[config.mk]
export PLATFORM = sky130hd
export DESIGN_NAME = if_id_stage_flat
export DESIGN_NICKNAME = d
export VERILOG_FILES = /design/src/rtl/if_id_stage_if.sv /design/src/rtl/if_id_stage.sv /design/src/flat_wrapper.sv
export SDC_FILE = /design/constraint.sdc
export NUM_CORES = 1
export LEC_CHECK = 0
export BUFFER_PORTS_ARGS = -buffer_cell sky130_fd_sc_hd__buf_2
export CAP_MARGIN = 20
export CORE_UTILIZATION = 53
export DETAILED_ROUTE_END_ITERATION = 7
export GPL_TIMING_DRIVEN = 0
export PLACE_DENSITY_LB_ADDON = 0.3
export SLEW_MARGIN = 10
export SYNTH_ARGS = -nofsm -noshare
export SYNTH_HDL_FRONTEND = slang
export SYNTH_SLANG_ARGS = --single-unit
[constraint.sdc]
create_clock -name clk_i -period 10.26 [get_ports clk_i]
set_clock_uncertainty 0.1 [all_clocks]
set_input_delay 0.513 -clock clk_i [delete_from_list [all_inputs] [get_ports clk_i]]
set_output_delay 0.513 -clock clk_i [all_outputs]
set_load 0.05 [all_outputs]
[src/rtl/if_id_stage_if.sv]
// Fetch-stage bus: PC-source/hazard/memory inputs into the stage and its
// PC, IF/ID and counter outputs. The stage itself uses the slave modport.
interface if_id_stage_if #(
    parameter int ADDR_W  = 32,
    parameter int INSTR_W = 32,
    parameter int CNT_W   = 16
);
    logic [ADDR_W-1:0]  pc_next_i;
    logic               pc_write_i;
    logic               ifid_write_i;
    logic               flush_i;
    logic [INSTR_W-1:0] instr_i;
    logic [ADDR_W-1:0]  pc_o;
    logic [ADDR_W-1:0]  pc_plus4_o;
    logic [ADDR_W-1:0]  ifid_pc_plus4_o;
    logic [INSTR_W-1:0] ifid_instr_o;
    logic               ifid_valid_o;
    logic [CNT_W-1:0]   stall_cnt_o;
    logic [CNT_W-1:0]   flush_cnt_o;

    modport master (
        output pc_next_i, pc_write_i, ifid_write_i, flush_i, instr_i,
        input  pc_o, pc_plus4_o, ifid_pc_plus4_o, ifid_instr_o, ifid_valid_o,
               stall_cnt_o, flush_cnt_o
    );

    modport slave (
        input  pc_next_i, pc_write_i, ifid_write_i, flush_i, instr_i,
        output pc_o, pc_plus4_o, ifid_pc_plus4_o, ifid_instr_o, ifid_valid_o,
               stall_cnt_o, flush_cnt_o
    );
endinterface

[src/rtl/if_id_stage.sv]
// Fetch stage: PC register, IF/ID pipeline register with stall/flush, and
// saturating stall/flush performance counters.
module if_id_stage #(
    parameter int                ADDR_W   = 32,
    parameter int                INSTR_W  = 32,
    parameter logic [ADDR_W-1:0] RESET_PC = '0,
    parameter int                CNT_W    = 16
) (
    input logic           clk_i,
    input logic           rst_i,
    if_id_stage_if.slave  bus
);
    localparam logic [CNT_W-1:0] CNT_MAX = '1;

    logic [ADDR_W-1:0]  pc_q;
    logic [ADDR_W-1:0]  pc_plus4;
    logic [ADDR_W-1:0]  ifid_pc_plus4_q;
    logic [INSTR_W-1:0] ifid_instr_q;
    logic               ifid_valid_q;
    logic [CNT_W-1:0]   stall_cnt_q;
    logic [CNT_W-1:0]   flush_cnt_q;
    logic               stall_evt;

    // Carry out of bit ADDR_W-1 is dropped, so the top word wraps to zero.
    assign pc_plus4  = pc_q + ADDR_W'(4);
    assign stall_evt = (!bus.pc_write_i || !bus.ifid_write_i) && !bus.flush_i;

    // NOTE: every register below uses non-blocking assignment so all state
    // samples pre-edge values, regardless of block ordering.
    always_ff @(posedge clk_i or posedge rst_i) begin
        if (rst_i) begin
            pc_q <= RESET_PC;
        end else if (bus.pc_write_i) begin
            pc_q <= {bus.pc_next_i[ADDR_W-1:2], 2'b00};
        end
    end

    // Flush outranks the write-enable so a squash still lands during a stall.
    always_ff @(posedge clk_i or posedge rst_i) begin
        if (rst_i) begin
            ifid_pc_plus4_q <= '0;
            ifid_instr_q    <= '0;
            ifid_valid_q    <= 1'b0;
        end else if (bus.flush_i) begin
            ifid_pc_plus4_q <= '0;
            ifid_instr_q    <= '0;
            ifid_valid_q    <= 1'b0;
        end else if (bus.ifid_write_i) begin
            ifid_pc_plus4_q <= pc_plus4;
            ifid_instr_q    <= bus.instr_i;
            ifid_valid_q    <= 1'b1;
        end
    end

    always_ff @(posedge clk_i or posedge rst_i) begin
        if (rst_i) begin
            stall_cnt_q <= '0;
            flush_cnt_q <= '0;
        end else begin
            if (stall_evt && stall_cnt_q != CNT_MAX) begin
                stall_cnt_q <= stall_cnt_q + CNT_W'(1);
            end
            if (bus.flush_i && flush_cnt_q != CNT_MAX) begin
                flush_cnt_q <= flush_cnt_q + CNT_W'(1);
            end
        end
    end

    assign bus.pc_o            = pc_q;
    assign bus.pc_plus4_o      = pc_plus4;
    assign bus.ifid_pc_plus4_o = ifid_pc_plus4_q;
    assign bus.ifid_instr_o    = ifid_instr_q;
    assign bus.ifid_valid_o    = ifid_valid_q;
    assign bus.stall_cnt_o     = stall_cnt_q;
    assign bus.flush_cnt_o     = flush_cnt_q;
endmodule

[src/flat_wrapper.sv]
// flat-port wrapper written by rule: the top's interface ports become plain ports
module if_id_stage_flat 
#(
    parameter int                ADDR_W   = 32,
    parameter int                INSTR_W  = 32,
    parameter logic [ADDR_W-1:0] RESET_PC = '0,
    parameter int                CNT_W    = 16
)
  (clk_i, rst_i, bus_pc_next_i, bus_pc_write_i, bus_ifid_write_i, bus_flush_i, bus_instr_i, bus_pc_o, bus_pc_plus4_o, bus_ifid_pc_plus4_o, bus_ifid_instr_o, bus_ifid_valid_o, bus_stall_cnt_o, bus_flush_cnt_o);
  if_id_stage_if #(.ADDR_W(ADDR_W), .INSTR_W(INSTR_W), .CNT_W(CNT_W)) bus_i ();
  input logic clk_i;
  input logic rst_i;
  input wire logic [$bits(bus_i.pc_next_i)-1:0] bus_pc_next_i;
  input wire logic [$bits(bus_i.pc_write_i)-1:0] bus_pc_write_i;
  input wire logic [$bits(bus_i.ifid_write_i)-1:0] bus_ifid_write_i;
  input wire logic [$bits(bus_i.flush_i)-1:0] bus_flush_i;
  input wire logic [$bits(bus_i.instr_i)-1:0] bus_instr_i;
  output wire logic [$bits(bus_i.pc_o)-1:0] bus_pc_o;
  output wire logic [$bits(bus_i.pc_plus4_o)-1:0] bus_pc_plus4_o;
  output wire logic [$bits(bus_i.ifid_pc_plus4_o)-1:0] bus_ifid_pc_plus4_o;
  output wire logic [$bits(bus_i.ifid_instr_o)-1:0] bus_ifid_instr_o;
  output wire logic [$bits(bus_i.ifid_valid_o)-1:0] bus_ifid_valid_o;
  output wire logic [$bits(bus_i.stall_cnt_o)-1:0] bus_stall_cnt_o;
  output wire logic [$bits(bus_i.flush_cnt_o)-1:0] bus_flush_cnt_o;
  assign bus_i.pc_next_i = bus_pc_next_i;
  assign bus_i.pc_write_i = bus_pc_write_i;
  assign bus_i.ifid_write_i = bus_ifid_write_i;
  assign bus_i.flush_i = bus_flush_i;
  assign bus_i.instr_i = bus_instr_i;
  assign bus_pc_o = bus_i.pc_o;
  assign bus_pc_plus4_o = bus_i.pc_plus4_o;
  assign bus_ifid_pc_plus4_o = bus_i.ifid_pc_plus4_o;
  assign bus_ifid_instr_o = bus_i.ifid_instr_o;
  assign bus_ifid_valid_o = bus_i.ifid_valid_o;
  assign bus_stall_cnt_o = bus_i.stall_cnt_o;
  assign bus_flush_cnt_o = bus_i.flush_cnt_o;
  if_id_stage #(.ADDR_W(ADDR_W), .INSTR_W(INSTR_W), .RESET_PC(RESET_PC), .CNT_W(CNT_W)) u_core (.clk_i(clk_i), .rst_i(rst_i), .bus(bus_i));
endmodule
* After elaboration in Yosys (flattened, before gate mapping)
Index checks and enable logic that the tools add are counted.
Word-level totals: flip-flop bits (word level) 127, input port bits 69, output and inout port bits 161
Operators by class: add/subtract/negate cells 3, equality and inequality tests 2, mux-type cells 6, reduce and logical (&&, ||, !) cells 8
Operators by type and width (number):
- 32-bit 2-to-1 mux | 4
- 16-bit by 1-bit adder with 16-bit output, second input constant | 2
- 32-bit by 3-bit adder with 32-bit output, second input constant | 1
- 16-bit inequality test, second input constant | 2
- 1-bit logical AND | 3
- 1-bit zero test | 3
- 1-bit 2-to-1 mux | 2
- 2-bit nonzero test | 1
- 1-bit logical OR | 1

* Longest topological paths before layout
Gate-level depths: netlist (run 1).
depth in word-level cells 4, mapped depth 6, mapped depth without buffers 5

* Worst setup path before layout (run 1)
No wires, ideal clock.
path type register to output, start point register u_core.pc_q[6] (netlist: u_core.bus.pc_o[6]), end point output bus_pc_plus4_o[31], arrival time 2.294 ns, required time 9.647 ns, slack 7.353 ns, cell stages (with the launch flop) 6, path through dfrtp_1 -> and4_1 -> buf_4 -> and4_1 -> nand2_1 -> xnor2_1
Between the ends: word-level cells in the longest chain between the ends 1
RTL lines:
- start: declaration | line if_id_stage.sv:15 | logic [ADDR_W-1:0] pc_q;
- start signal: assignment | line if_id_stage.sv:34 | pc_q <= {bus.pc_next_i[ADDR_W-1:2], 2'b00};
- 32-bit by 3-bit adder with 32-bit output | line if_id_stage.sv:25 | assign pc_plus4 = pc_q + ADDR_W'(4);
- end: declaration | line flat_wrapper.sv:19 | output wire logic [$bits(bus_i.pc_plus4_o)-1:0] bus_pc_plus4_o;
No other way between the ends.

* Worst setup path in the final report (run 1)
start point register u_core.pc_q[10] (netlist: u_core.bus.pc_o[10]), end point output bus_pc_plus4_o[27]
The elaborated chain is that of the path after synthesis.

==> flow_metrics.env, run 1 <==
export IMPL_async_flop_share=1.000
export IMPL_switchingPower_mw=0.6596
export IMPL_crit_type="flip-flop to primary output"
export IMPL_fin_cells=947
export IMPL_synth_area_leader_cell="dfrtp_1"
export IMPL_grt_antenna_before_repair=0
export IMPL_seq_area_frac_synth=0.5252
export IMPL_viasPerCell=5.652
export IMPL_die_h_um=108.0
export IMPL_dieArea_sq_um=11670
export IMPL_clockBufferDepth=2
export IMPL_antenna_left=0
export IMPL_grt_use_total=0.2929
export IMPL_fmax_ghz=0.3133
export IMPL_vias=5352
export IMPL_synth_xor_area_share=0.05441
export IMPL_slew_headroom=0.4660
export IMPL_ios=230
export IMPL_worstHoldStart="bus_pc_next_i[2]"
export IMPL_fin_crit_ps=3192
export IMPL_crit_path_max_fanout=10
export IMPL_required_ps=9650
export IMPL_ys_flop_type="dfrtp_1"
export IMPL_nets=866
export IMPL_rsz0062_at_grt="false"
export IMPL_cts_buffers=17
export IMPL_swShare=0.3729
export IMPL_r2r_start="u_core.bus.pc_o[10]"
export IMPL_r2r_cells=4
export IMPL_p_per_area_nw_per_um2=222.9
export IMPL_grt_pass1_wl_mm=26.06
export IMPL_p_seq_frac=0.351
export IMPL_cts_sinks=125
export IMPL_hold_violations=0
export IMPL_fin_tns_setup_ps=0
export IMPL_synth_cell_types=46
export IMPL_slew_violations=0
export IMPL_cts_tree="done"
export IMPL_dieWidth_um=108.0
export IMPL_maxCapViolations=0
export IMPL_synth_edf_count=0
export IMPL_start_util=0.5470
export IMPL_comb_power_share=0.280
export IMPL_drt_iter0_drc=368
export IMPL_clk_insertion_delay_late_ps=520
export IMPL_tightest_slew_ps=794.4
export IMPL_synth_area_leaders="dfrtp_1 53%, mux2i_1 6.2%, mux2_2 6.1%, nor2_1 5.0%, xnor2_1 3.5%"
export IMPL_hold_class="input pin to flip-flop"
export IMPL_outcome="finished clean"
export IMPL_synth_adder_area_share=0.006303
export IMPL_synth_seq_cells=125
export IMPL_worst_setup_path_start_kind="flip-flop"
export IMPL_grt_pass1_vias=5305
export IMPL_setup_viol=0
export IMPL_synthCells=549
export IMPL_dp_hpwl_mm=11.57
export IMPL_antenna_cells=0
export IMPL_ir_drop_uv=140.6
export IMPL_synth_area_sq_um=5956
export IMPL_clockRootBuffer="clkbuf_8"
export IMPL_dp_cells=914
export IMPL_yosysWarnings=0
export IMPL_synth_mux_area_frac=0.1227
export IMPL_synth_top_family_by_area="simple AND/OR/NAND/NOR gates"
export IMPL_crit_path_end_kind="primary output"
export IMPL_arrival_ps=2580
export IMPL_wl_mm=16.23
export IMPL_htreeDepth=4
export IMPL_synthTopCellsByCount="125 x dfrtp_1, 79 x nor2_1, 37 x mux2i_1, 33 x nand2_1, 32 x mux2_2"
export IMPL_layout_drive_gt1_share=0.3742
export IMPL_drt_pass1_iterations=5
export IMPL_path_clk_slew_ps=60
export IMPL_wl_per_cell_um=17.14
export IMPL_power_leakage_nw=4.012
export IMPL_yosysMostFrequentCell="dfrtp_1"
export IMPL_synth_compound_gate_area_share=0.07374
export IMPL_drc=0
export IMPL_gp_congestion=0.8471
export IMPL_p_clk_frac=0.369
export IMPL_row_count=38
export IMPL_synth_area_per_cell_sq_um=10.85
export IMPL_synthSimpleGateAreaFrac=0.1853
export IMPL_port_buffers=219
export IMPL_grt_max_degree=64
export IMPL_synth_top_area_frac=0.5252
export IMPL_timing_final_crit_share=0.3111
export IMPL_grt_ovfl_total=0
export IMPL_critPathLaunch="u_core.bus.pc_o[10]"
export IMPL_core_area_sq_um=10890
export IMPL_intPower_mw=1.109
export IMPL_hold_depth=3
export IMPL_area_growth_pct=33.26
stage by stage:
step                      power [mW]    util  area (sq um)  setup slack [ps]  hold WS, ps
after floorplan               0.9832       -          5974              6319        529.8
after global placement         1.102  0.6655          7246              5038        385.1
after detailed placement       1.116  0.6685          7278              7651        396.2
after CTS                      1.777  0.7289          7936              7078        93.68
after global routing           1.834  0.7289          7936              6892        105.8
final                          1.769  0.7289          7936              7068        107.0
final cells by class:
type / instances / area [sq um]
clock inverter: 10 / 185.2
timing repair buffer: 221 / 1134
clock buffer: 22 / 462.9
sequential: 125 / 3128
buffer: 33 / 155.1
multi-input combinational: 387 / 2658
tap: 140 / 175.2
inverter: 9 / 38.79
fill: 801 / 2952
kinds of logic (layout without fill, tap and decap cells):
family | Yosys count | after routing
simple gates | 211 | 211
compound gates | 61 | 61
xor+xnor | 37 | 37
flops | 125 | 125
mux | 69 | 69
other cells | 1 | 6
buf+inv | 42 | 295
fa+ha+maj | 3 | 3
per-layer routing:
metal  vias up  track usage  wire [um]
met1      2590       0.3515       6524
met4         0       0.1448        499
met2       260       0.4927       8033
met3        42      0.07052       1170
li1       2460            -          -
met5         -            0          0
power by group through the flow:
stage          sequential [mW]  combinational (mW)  clock (mW)
2_1_floorplan            0.807               0.177           0
3_3_place_gp             0.619               0.482           0
3_5_place_dp             0.624               0.492           0
4_1_cts                  0.619               0.498       0.660
5_1_grt                  0.628               0.524       0.682
6_report                 0.621               0.496       0.652
cells in the final DEF, fill, tap and decap left out, types with 8 or more instances in the layout:
cell | synthesis | layout
buf_2 | 1 | 220
dfrtp_1 | 125 | 125
nor2_1 | 79 | 79
mux2i_1 | 37 | 37
nand2_1 | 33 | 33
mux2_2 | 32 | 32
xnor2_1 | 24 | 24
clkbuf_1 | 19 | 21
nand4_1 | 19 | 19
nand3_1 | 19 | 19
clkbuf_16 | 0 | 16
a311oi_1 | 14 | 14
xor2_1 | 13 | 13
and3_1 | 12 | 12
and4_1 | 10 | 10
o31ai_1 | 10 | 10
a21oi_1 | 9 | 9
buf_4 | 8 | 8
a211oi_1 | 8 | 8
what timing repair did:
| action | 4_1_cts | 5_1_grt |
|---|---|---|
| hold endpoints to repair | 62 | 0 |
| hold buffers | 1 | 0 |
| buffers inserted | 0 | 0 |
| gates resized for setup | 0 | 0 |
critical path, cell delays in order (launching register included):
cell and delay, ps:
dfrtp_1 500, and4_1 370, nand3_2 210, buf_2 240
o31ai_1 390, nand2_1 120, buf_2 230
flip-flops by register name (all words and copies together), names as in the netlist:
signal / count
u_core.bus.ifid_instr_o: 32
u_core.bus.ifid_pc_plus4_o: 30
u_core.bus.pc_o: 30
u_core.bus.flush_cnt_o: 16
u_core.bus.stall_cnt_o: 16
u_core.bus.ifid_valid_o: 1
worst paths after layout:
path	end	slack, ps
max	bus_pc_plus4_o[27]	7070
min	u_core.bus.pc_o[2]	110
max reg2reg	u_core.bus.ifid_pc_plus4_o[27]	8060
min reg2reg	u_core.bus.ifid_valid_o	410
max in group asynchronous	u_core.bus.ifid_pc_plus4_o[20]	8830
min in group asynchronous	u_core.bus.flush_cnt_o[9]	530
Note: power is estimated with default switching activity, not from simulation.
==> run 2, diff against run 1 <==
--- a/config.mk
+++ b/config.mk
@@ -7,7 +7,7 @@
 export LEC_CHECK = 0
 export BUFFER_PORTS_ARGS = -buffer_cell sky130_fd_sc_hd__buf_2
 export CAP_MARGIN = 20
-export CORE_UTILIZATION = 53
+export CORE_UTILIZATION = 49
 export DETAILED_ROUTE_END_ITERATION = 7
 export GPL_TIMING_DRIVEN = 0
 export PLACE_DENSITY_LB_ADDON = 0.3
==> constraint.sdc (replaced) <==
create_clock -name clk_i -period 3.1 [get_ports clk_i]
set_clock_uncertainty 0.1 [all_clocks]
set_input_delay 0.155 -clock clk_i [delete_from_list [all_inputs] [get_ports clk_i]]
set_output_delay 0.155 -clock clk_i [all_outputs]
set_load 0.05 [all_outputs]
==> run 2 against run 1 <==
Critical path depth stayed put. Register-to-register slack worse by 7200 ps. Sequential cell count stayed put. Final cell count is 7.0% higher. The flow now finishes with violations (DRC). Global-route usage is 0.33 points higher. First-iteration DRC count is 4.6% higher. Combinational power grew to 3.4 times the previous value. Largest cell class unchanged.
==> flow_metrics.env, run 2 (synthesis results as in run 1) <==
export IMPL_drt_iter0_drc=385
export IMPL_fmax_ghz=0.3629
export IMPL_hold_violations=0
export IMPL_port_buffers=219
export IMPL_core_area_sq_um=11610
export IMPL_antenna_cells=0
export IMPL_cts_tree="done"
export IMPL_viasPerCell=5.539
export IMPL_crit_path_max_fanout=10
export IMPL_start_util=0.5128
export IMPL_setup_viol=0
export IMPL_p_per_area_nw_per_um2=666.4
export IMPL_fin_tns_setup_ps=0
export IMPL_slew_violations=0
export IMPL_ios=230
export IMPL_grt_use_total=0.2961
export IMPL_ir_drop_uv=375.5
export IMPL_worst_setup_path_start_kind="flip-flop"
export IMPL_arrival_ps=2500
export IMPL_layout_drive_gt1_share=0.3460
export IMPL_largest_register_ffs=32
export IMPL_dieWidth_um=112.2
export IMPL_clockRootBuffer="clkbuf_16"
export IMPL_area_growth_pct=43.07
export IMPL_fin_cells=1013
export IMPL_wl_mm=17.85
export IMPL_timing_final_crit_share=0.8889
export IMPL_grt_antenna_before_repair=0
export IMPL_htreeDepth=4
export IMPL_drc=19
export IMPL_grt_ovfl_total=0
export IMPL_dp_cells=919
export IMPL_fin_crit_ps=2755
export IMPL_die_h_um=112.2
export IMPL_wl_per_cell_um=17.62
export IMPL_crit_path_end_kind="primary output"
export IMPL_vias=5611
export IMPL_clk_insertion_delay_late_ps=410
export IMPL_dp_hpwl_mm=12.11
export IMPL_dieArea_sq_um=12600
export IMPL_required_ps=2840
export IMPL_slew_headroom=0.4848
export IMPL_grt_max_degree=39
export IMPL_power_leakage_nw=4.262
export IMPL_path_clk_slew_ps=50
export IMPL_postCtsSetupBuffers=0
export IMPL_row_count=39
export IMPL_outcome="complete, but fails checks"
export IMPL_crit_type="flip-flop to primary output"
export IMPL_grt_pass1_wl_mm=28.89
export IMPL_final_common_cell="buf_2"
export IMPL_antenna_left=0
export IMPL_cts_repair_resized=0
export IMPL_tightest_slew_ps=771.2
export IMPL_cts_buffers=17
export IMPL_rsz0062_at_grt="false"
export IMPL_drt_pass1_iterations=8
export IMPL_final_cell_mix="220 x buf_2, 125 x dfrtp_1, 79 x nor2_1"
export IMPL_grt_pass1_vias=5632
export IMPL_cts_sinks=125
export IMPL_maxCapViolations=0
export IMPL_hold_class="input pin to flip-flop"
export IMPL_violations="DRC"
export IMPL_clockBufferDepth=2
export IMPL_gp_congestion=0.8334
export IMPL_nets=930
export IMPL_cts_hold_buffers=63
[run 2: worst paths after layout]
path,slack [ps],to,cells past startpoint,start
setup / recovery,340,bus_pc_plus4_o[26],6,u_core.bus.pc_o[2]
hold / removal,40,u_core.bus.flush_cnt_o[0],3,bus_flush_i
setup reg to reg,850,u_core.bus.ifid_pc_plus4_o[20],5,u_core.bus.pc_o[10]
hold reg to reg,390,u_core.bus.ifid_valid_o,2,u_core.bus.ifid_valid_o
max in group asynchronous,1750,u_core.bus.ifid_pc_plus4_o[12],5,rst_i
min in group asynchronous,340,u_core.bus.stall_cnt_o[1],3,rst_i
[run 2: worst max-delay path: stages, from the launching register on]
cell and delay [ps]:
dfrtp_1 440, ha_1 230, and3_1 320, nand2_4 140
or4_1 550, nand2_1 130, buf_2 270
[run 2: cell type report]
type,instances,area [sq um]
clock buffer,24,481.7
clock inverter,7,87.58
inverter,9,37.54
multi-input combinational,387,2658
sequential,125,3128
timing repair buffer,285,1794
tap,143,178.9
buffer,33,155.1
fill,813,3093
[run 2: where the power goes]
group          internal (mW)  switching, mW  leakage [nW]
logic                  0.459           1.25          2.38
registers               1.82          0.231          1.60
clock network           1.24          0.688         0.280
total                   3.51           2.17          4.26
[run 2: stage by stage]
stage / power (mW) / utilization / area [sq um] / hold slack, ps / setup slack [ps]
after floorplan: 3.254 / - / 5978 / 171.8 / 514.5
after global routing: 5.903 / 0.7337 / 8521 / 83.88 / 114.6
final: 5.679 / 0.7337 / 8521 / 43.14 / 344.5
after CTS: 5.691 / 0.7337 / 8521 / 39.15 / 392.9
after detailed placement: 3.700 / 0.6304 / 7321 / 228.1 / 842.2
after global placement: 3.649 / 0.6245 / 7253 / 268.5 / 590.9
[run 2: per-layer routing]
metal,up-vias,part of all wire,global-route usage
met4,0,0.038,0.1520
met3,64,0.076,0.07505
met5,-,0,0
met2,285,0.50,0.5014
met1,2673,0.39,0.3504
li1,2589,-,-
